$ cat config.mk
export PLATFORM = sky130hd
export DESIGN_NAME = roe_run_sequencer
export DESIGN_NICKNAME = d
export VERILOG_FILES = /design/src/rtl/roe_run_sequencer.sv
export SDC_FILE = /design/constraint.sdc
export NUM_CORES = 1
export LEC_CHECK = 0
export CAP_MARGIN = 20
export CORE_ASPECT_RATIO = 2
export CORE_UTILIZATION = 55
export CTS_BUF_LIST = sky130_fd_sc_hd__clkbuf_8
export CTS_CLUSTER_DIAMETER = 40
export DETAILED_ROUTE_END_ITERATION = 7
export PLACE_DENSITY = 0.91
export SYNTH_ARGS = -nofsm -noshare
export SYNTH_HDL_FRONTEND = slang
export SYNTH_SLANG_ARGS = --single-unit
$ cat constraint.sdc
create_clock -name clk -period 5.7 [get_ports clk]
set_input_delay 0.855 -clock clk [delete_from_list [all_inputs] [get_ports clk]]
set_output_delay 0.855 -clock clk [all_outputs]
set_load 0.05 [all_outputs]
$ cat src/rtl/roe_run_sequencer.sv
// ---------------------------------------------------------------------------
// roe_run_sequencer
//   Req/ack run controller for the ROE program core. After a start strobe it
//   walks the latched program mask from the lowest set bit upward. For each
//   slot it raises req for REQ_CYCLES cycles, waits for a rising edge on ack,
//   reports the run length in cycles, and moves on to the next slot. A
//   watchdog aborts the whole sequence if a slot does not answer within
//   TIMEOUT cycles of its req rising.
//
// Ports
//   clk          clock, all state on the rising edge
//   reset        asynchronous reset, active low
//   start        1-cycle strobe, accepted only in IDLE
//   abort        return to IDLE from any busy state, no completion pulses
//   prog_mask    slots to run, sampled when start is accepted
//   ack          level "done" indication from the core
//   req          launch request to the core
//   prog_sel     slot currently launched or running
//   busy         high whenever the sequencer is not IDLE
//   run_done     1-cycle pulse, slot prog_sel completed
//   run_cycles   cycles from req rise to ack rise, held until the next run
//   seq_done     1-cycle pulse, every masked slot completed
//   timeout_err  sticky watchdog flag, cleared by the next accepted start
// ---------------------------------------------------------------------------
module roe_run_sequencer #(
    parameter int NUM_PROGS  = 4,
    parameter int CNT_W      = 16,
    parameter int REQ_CYCLES = 1,
    parameter int TIMEOUT    = 1000,
    localparam int SEL_W     = (NUM_PROGS > 1) ? $clog2(NUM_PROGS) : 1
) (
    input  logic                 clk,
    input  logic                 reset,
    input  logic                 start,
    input  logic                 abort,
    input  logic [NUM_PROGS-1:0] prog_mask,
    input  logic                 ack,
    output logic                 req,
    output logic [SEL_W-1:0]     prog_sel,
    output logic                 busy,
    output logic                 run_done,
    output logic [CNT_W-1:0]     run_cycles,
    output logic                 seq_done,
    output logic                 timeout_err
);

    typedef enum logic [2:0] {
        IDLE,
        SELECT,
        REQ,
        WAIT,
        REPORT,
        FINISH
    } state_t;

    state_t               state, state_n;
    logic [NUM_PROGS-1:0] mask, mask_n;
    logic [CNT_W-1:0]     cnt, cnt_n, cnt_inc;
    logic                 ack_q;
    logic                 ack_edge;
    logic [SEL_W-1:0]     low_idx;
    logic [SEL_W-1:0]     sel_n;
    logic                 req_n, run_done_n, seq_done_n, timeout_n;
    logic [CNT_W-1:0]     run_cycles_n;

    // Only a fresh rising edge completes a run; an ack left high by a
    // previous run never counts.
    assign ack_edge = ack & ~ack_q;

    // Counter saturates instead of wrapping so an extremely long run still
    // reports the largest representable length.
    assign cnt_inc = (cnt == {CNT_W{1'b1}}) ? cnt : cnt + 1'b1;

    // Lowest set bit of the remaining mask; scanning downward lets the
    // lowest index win.
    always_comb begin
        low_idx = '0;
        for (int i = NUM_PROGS - 1; i >= 0; i--) begin
            if (mask[i]) begin
                low_idx = SEL_W'(i);
            end
        end
    end

    always_comb begin
        state_n      = state;
        mask_n       = mask;
        sel_n        = prog_sel;
        cnt_n        = cnt;
        req_n        = 1'b0;
        run_done_n   = 1'b0;
        seq_done_n   = 1'b0;
        run_cycles_n = run_cycles;
        timeout_n    = timeout_err;

        case (state)
            IDLE: begin
                if (start) begin
                    mask_n    = prog_mask;
                    timeout_n = 1'b0;
                    state_n   = SELECT;
                end
            end
            SELECT: begin
                if (mask == '0) begin
                    seq_done_n = 1'b1;
                    state_n    = FINISH;
                end else begin
                    sel_n   = low_idx;
                    // x & (x-1) clears the lowest set bit
                    mask_n  = mask & (mask - 1'b1);
                    cnt_n   = '0;
                    req_n   = 1'b1;
                    state_n = REQ;
                end
            end
            REQ: begin
                cnt_n = cnt_inc;
                // cnt started at 0 on entry, so it doubles as the req-width counter
                if (cnt >= CNT_W'(REQ_CYCLES - 1)) begin
                    state_n = WAIT;
                end else begin
                    req_n = 1'b1;
                end
            end
            WAIT: begin
                cnt_n = cnt_inc;
                if (ack_edge) begin
                    run_cycles_n = cnt;
                    run_done_n   = 1'b1;
                    state_n      = REPORT;
                end else if (cnt >= CNT_W'(TIMEOUT)) begin
                    timeout_n = 1'b1;
                    mask_n    = '0;
                    state_n   = IDLE;
                end
            end
            REPORT: begin
                state_n = SELECT;
            end
            FINISH: begin
                state_n = IDLE;
            end
            default: begin
                state_n = IDLE;
            end
        endcase

        // abort overrides whatever the state logic decided this cycle
        if (abort && (state != IDLE)) begin
            state_n      = IDLE;
            mask_n       = '0;
            req_n        = 1'b0;
            run_done_n   = 1'b0;
            seq_done_n   = 1'b0;
            run_cycles_n = run_cycles;
            timeout_n    = timeout_err;
        end
    end

    always_ff @(posedge clk or negedge reset) begin
        if (!reset) begin
            state       <= IDLE;
            mask        <= '0;
            cnt         <= '0;
            ack_q       <= 1'b0;
            req         <= 1'b0;
            prog_sel    <= '0;
            busy        <= 1'b0;
            run_done    <= 1'b0;
            run_cycles  <= '0;
            seq_done    <= 1'b0;
            timeout_err <= 1'b0;
        end else begin
            state       <= state_n;
            mask        <= mask_n;
            cnt         <= cnt_n;
            ack_q       <= ack;
            req         <= req_n;
            prog_sel    <= sel_n;
            busy        <= (state_n != IDLE);
            run_done    <= run_done_n;
            run_cycles  <= run_cycles_n;
            seq_done    <= seq_done_n;
            timeout_err <= timeout_n;
        end
    end

endmodule
==> impl_metrics.env <==
export IMPL_firstDrtPassIters=4
export IMPL_grt_antenna_before_repair=0
export IMPL_combPwrFrac=0.365
export IMPL_cap_violations=0
export IMPL_powerDensity_nw_per_um2=384
export IMPL_place_area_um2=2600
export IMPL_syn_area_per_cell_um2=10.8
export IMPL_hold_class="input port to asynchronous set/reset pin"
export IMPL_end_kind="flop"
export IMPL_yosys_area_top_type_share=0.519
export IMPL_ctsHoldBuffers=0
export IMPL_worstPathCellList="clkdlybuf4s50_1, nor3b_1, and3_1, mux2_2"
export IMPL_final_setup_tns_ns=0
export IMPL_critPathRequiredTime_ns=5.88
export IMPL_setup_viol=0
export IMPL_drt_total_wl_um=4560
export IMPL_io_pins=32
export IMPL_slew_headroom=0.381
export IMPL_rows=32
export IMPL_fmax_mhz=362
export IMPL_cpMaxStageDelayCell="and3_1"
export IMPL_setup_worst_path_class="input port to flop"
export IMPL_synth_compound_area_share=0.150
export IMPL_gr_total_overflow=0
export IMPL_finClkSkew_ns=0.00615
export IMPL_cts_resized=0
export IMPL_synth_xor_area_frac=0.0386
export IMPL_nets=251
export IMPL_synth_edff_count=0
export IMPL_grt_pass1_vias=1742
export IMPL_grt_pass1_wl_um=7750
export IMPL_synth_fp_nets=220
export IMPL_synth_seq_cells=47
export IMPL_routabilityCongestion=0.904
export IMPL_synth_top_cell_by_area="dfrtp_1"
export IMPL_seq_power_share=0.431
export IMPL_critical_path_startpoint_type="input port"
export IMPL_cts_buffers=5
export IMPL_async_flop_share=1.00
export IMPL_status="completed"
export IMPL_yosys_warnings=0
export IMPL_grt_max_degree=48
export IMPL_synth_simple_area_share=0.177
export IMPL_path_max_fanout=17
export IMPL_cts_buffer_depth=2
export IMPL_yosysMostFrequentCell="dfrtp_1"
export IMPL_hold_ws_ns=0.375
export IMPL_internal_power_mw=0.630
export IMPL_core_area_um2=3880
export IMPL_synth_top_family_by_area="simple AND/OR/NAND/NOR gates"
export IMPL_syn2layout_area_growth_pct=19.9
export IMPL_drtIter0Drc=55
export IMPL_fp_dieW_um=47.4
export IMPL_period_minus_slack_ns=2.76
export IMPL_peakVddDrop_mv=0.291
export IMPL_ctsRootBufferMaster="clkbuf_8"
export IMPL_start_util=0.584
export IMPL_synth_adder_area_share=0.0110
export IMPL_hpwl_um=3210
export IMPL_p_switching_mw=0.414
export IMPL_htreeDepth=2
export IMPL_grtUsageTotal=0.248
export IMPL_power_mw=1.04
export IMPL_slew_viol_final=0
export IMPL_p_sw_frac=0.396
export IMPL_synth_cells_most_frequent="47 x dfrtp_1, 22 x nor2_1, 16 x mux2_2"
export IMPL_die_y_um=92.8
export IMPL_yosysSeqAreaShare=0.519
export IMPL_dieArea_um2=4400
export IMPL_dr_total_vias=1745
export IMPL_clock_sinks=47
export IMPL_via_per_inst=5.98
export IMPL_drive_above_1_share=0.133
export IMPL_p_clk_frac=0.204
export IMPL_cp_slowest_stage_delay_ns=0.73
export IMPL_place_ws_ns=2.58
export IMPL_antenna_cells=0
export IMPL_fin_ws_ns=2.94
export IMPL_timing_final_crit_share=0.484
export IMPL_synthMuxAreaShare=0.0795
export IMPL_drc=0
export IMPL_synthTopCellsByArea="dfrtp_1 52%, mux2_2 7.9%, nor2_1 3.6%"
export IMPL_dpl_cell_count=283
export IMPL_design_area_um2=2720
export IMPL_syn_area_um2=2270
export IMPL_p_leak_nw=1.18
export IMPL_synth_cell_types=48
export IMPL_cp_data_arrival_time_ns=2.94
export IMPL_cts_tree="built"
export IMPL_synthFlopType="dfrtp_1"
export IMPL_hold_viol=0
export IMPL_stdcell_count=292
export IMPL_wire_per_inst_um=15.6
export IMPL_insertion_delay_ns=0.30
export IMPL_final_util=0.700
export IMPL_worst_slew_pin_slew_ns=0.916
export IMPL_clk_pin_slew_ns=0.08
export IMPL_netlist_instances=209
export IMPL_rsz0062_at_grt="false"
export IMPL_io_buffer_count=31
export IMPL_drtAntennaViolNets=0
export IMPL_postCtsSetupRepairBufs=0
power groups by stage:
stage               clock network, mW  logic [mW]  registers (mW)
floorplan                           0       0.224           0.497
global placement                    0       0.365           0.453
detailed placement                  0       0.376           0.457
CTS                             0.223       0.377           0.449
global route                    0.229       0.413           0.460
finish                          0.213       0.381           0.450
state kept, by name, summed over array words and instances, names as in the netlist:
| signal | count |
|---|---|
| state | 3 |
| run_cycles | 16 |
| ack_q | 1 |
| run_done | 1 |
| mask | 4 |
| timeout_err | 1 |
| cnt | 16 |
| prog_sel | 2 |
| seq_done | 1 |
| req | 1 |
| busy | 1 |
routing by layer:
layer / track usage / wire, um / vias up / share of wire
met4: 0.143 / 149 / 0 / 0.033
met5: 0 / 0 / - / 0
met2: 0.404 / 2550 / 48 / 0.56
met3: 0.0429 / 154 / 10 / 0.034
li1: - / - / 832 / -
met1: 0.285 / 1710 / 855 / 0.37
final timing paths:
check	startpoint	endpoint	depth (start not counted)	slack, ns
setup / recovery	abort	run_cycles[5]	4	2.94
hold reg to reg	prog_sel[1]	prog_sel[1]	1	0.50
min in group clk	prog_sel[1]	prog_sel[1]	1	0.50
hold / removal	reset	state[1]	1	0.37
setup reg to reg	state[2]	run_cycles[5]	3	3.46
max in group asynchronous	reset	run_cycles[10]	2	4.88
layout make-up:
type,instances,area [um2]
clock inverters,1,3.75
well taps,51,63.8
clock buffers,7,96.3
repair buffers,32,325
multi-input cells,149,1030
flip-flops and latches,47,1180
inverters,5,18.8
fillers,312,1170
cell families after synthesis:
kind of cell             count (synthesis)
flip-flops                              47
adder cells (fa/ha/maj)                  2
AO/OA/AOI/OAI                           46
buffers and inverters                   13
XOR/XNOR                                10
AND/OR/NAND/NOR                         75
multiplexers                            16
critical path: cells and delay by family:
family / cells / cell delay [ns]
mux: 1 / 0.41
buf+inv: 1 / 0.47
simple gates: 2 / 1.19
cells in the final DEF (no fill, tap or decap), types with 2 or more instances in the layout:
cell             Yosys  layout
o21a_1               2       2
clkdlybuf4s50_1      0      30
nor2b_1              3       3
o31ai_1              2       2
nand2_1             12      12
and3_1               6       6
nand4_1              3       3
xor2_1               3       3
o21ai_0              7       7
mux2_2              16      16
a21oi_1              9       9
o211ai_1             4       4
nor2_1              22      22
xnor2_1              7       7
ha_1                 2       2
or4_1                2       2
nand3_1              9       9
dfrtp_1             47      47
inv_1                5       6
and4_1               2       2
and2_1               2       2
a221o_1              3       3
clkbuf_8             0       7
nor3_1               3       3
nor4_1               3       3
a211oi_1             6       6
Power figures use the tool's default switching activity.
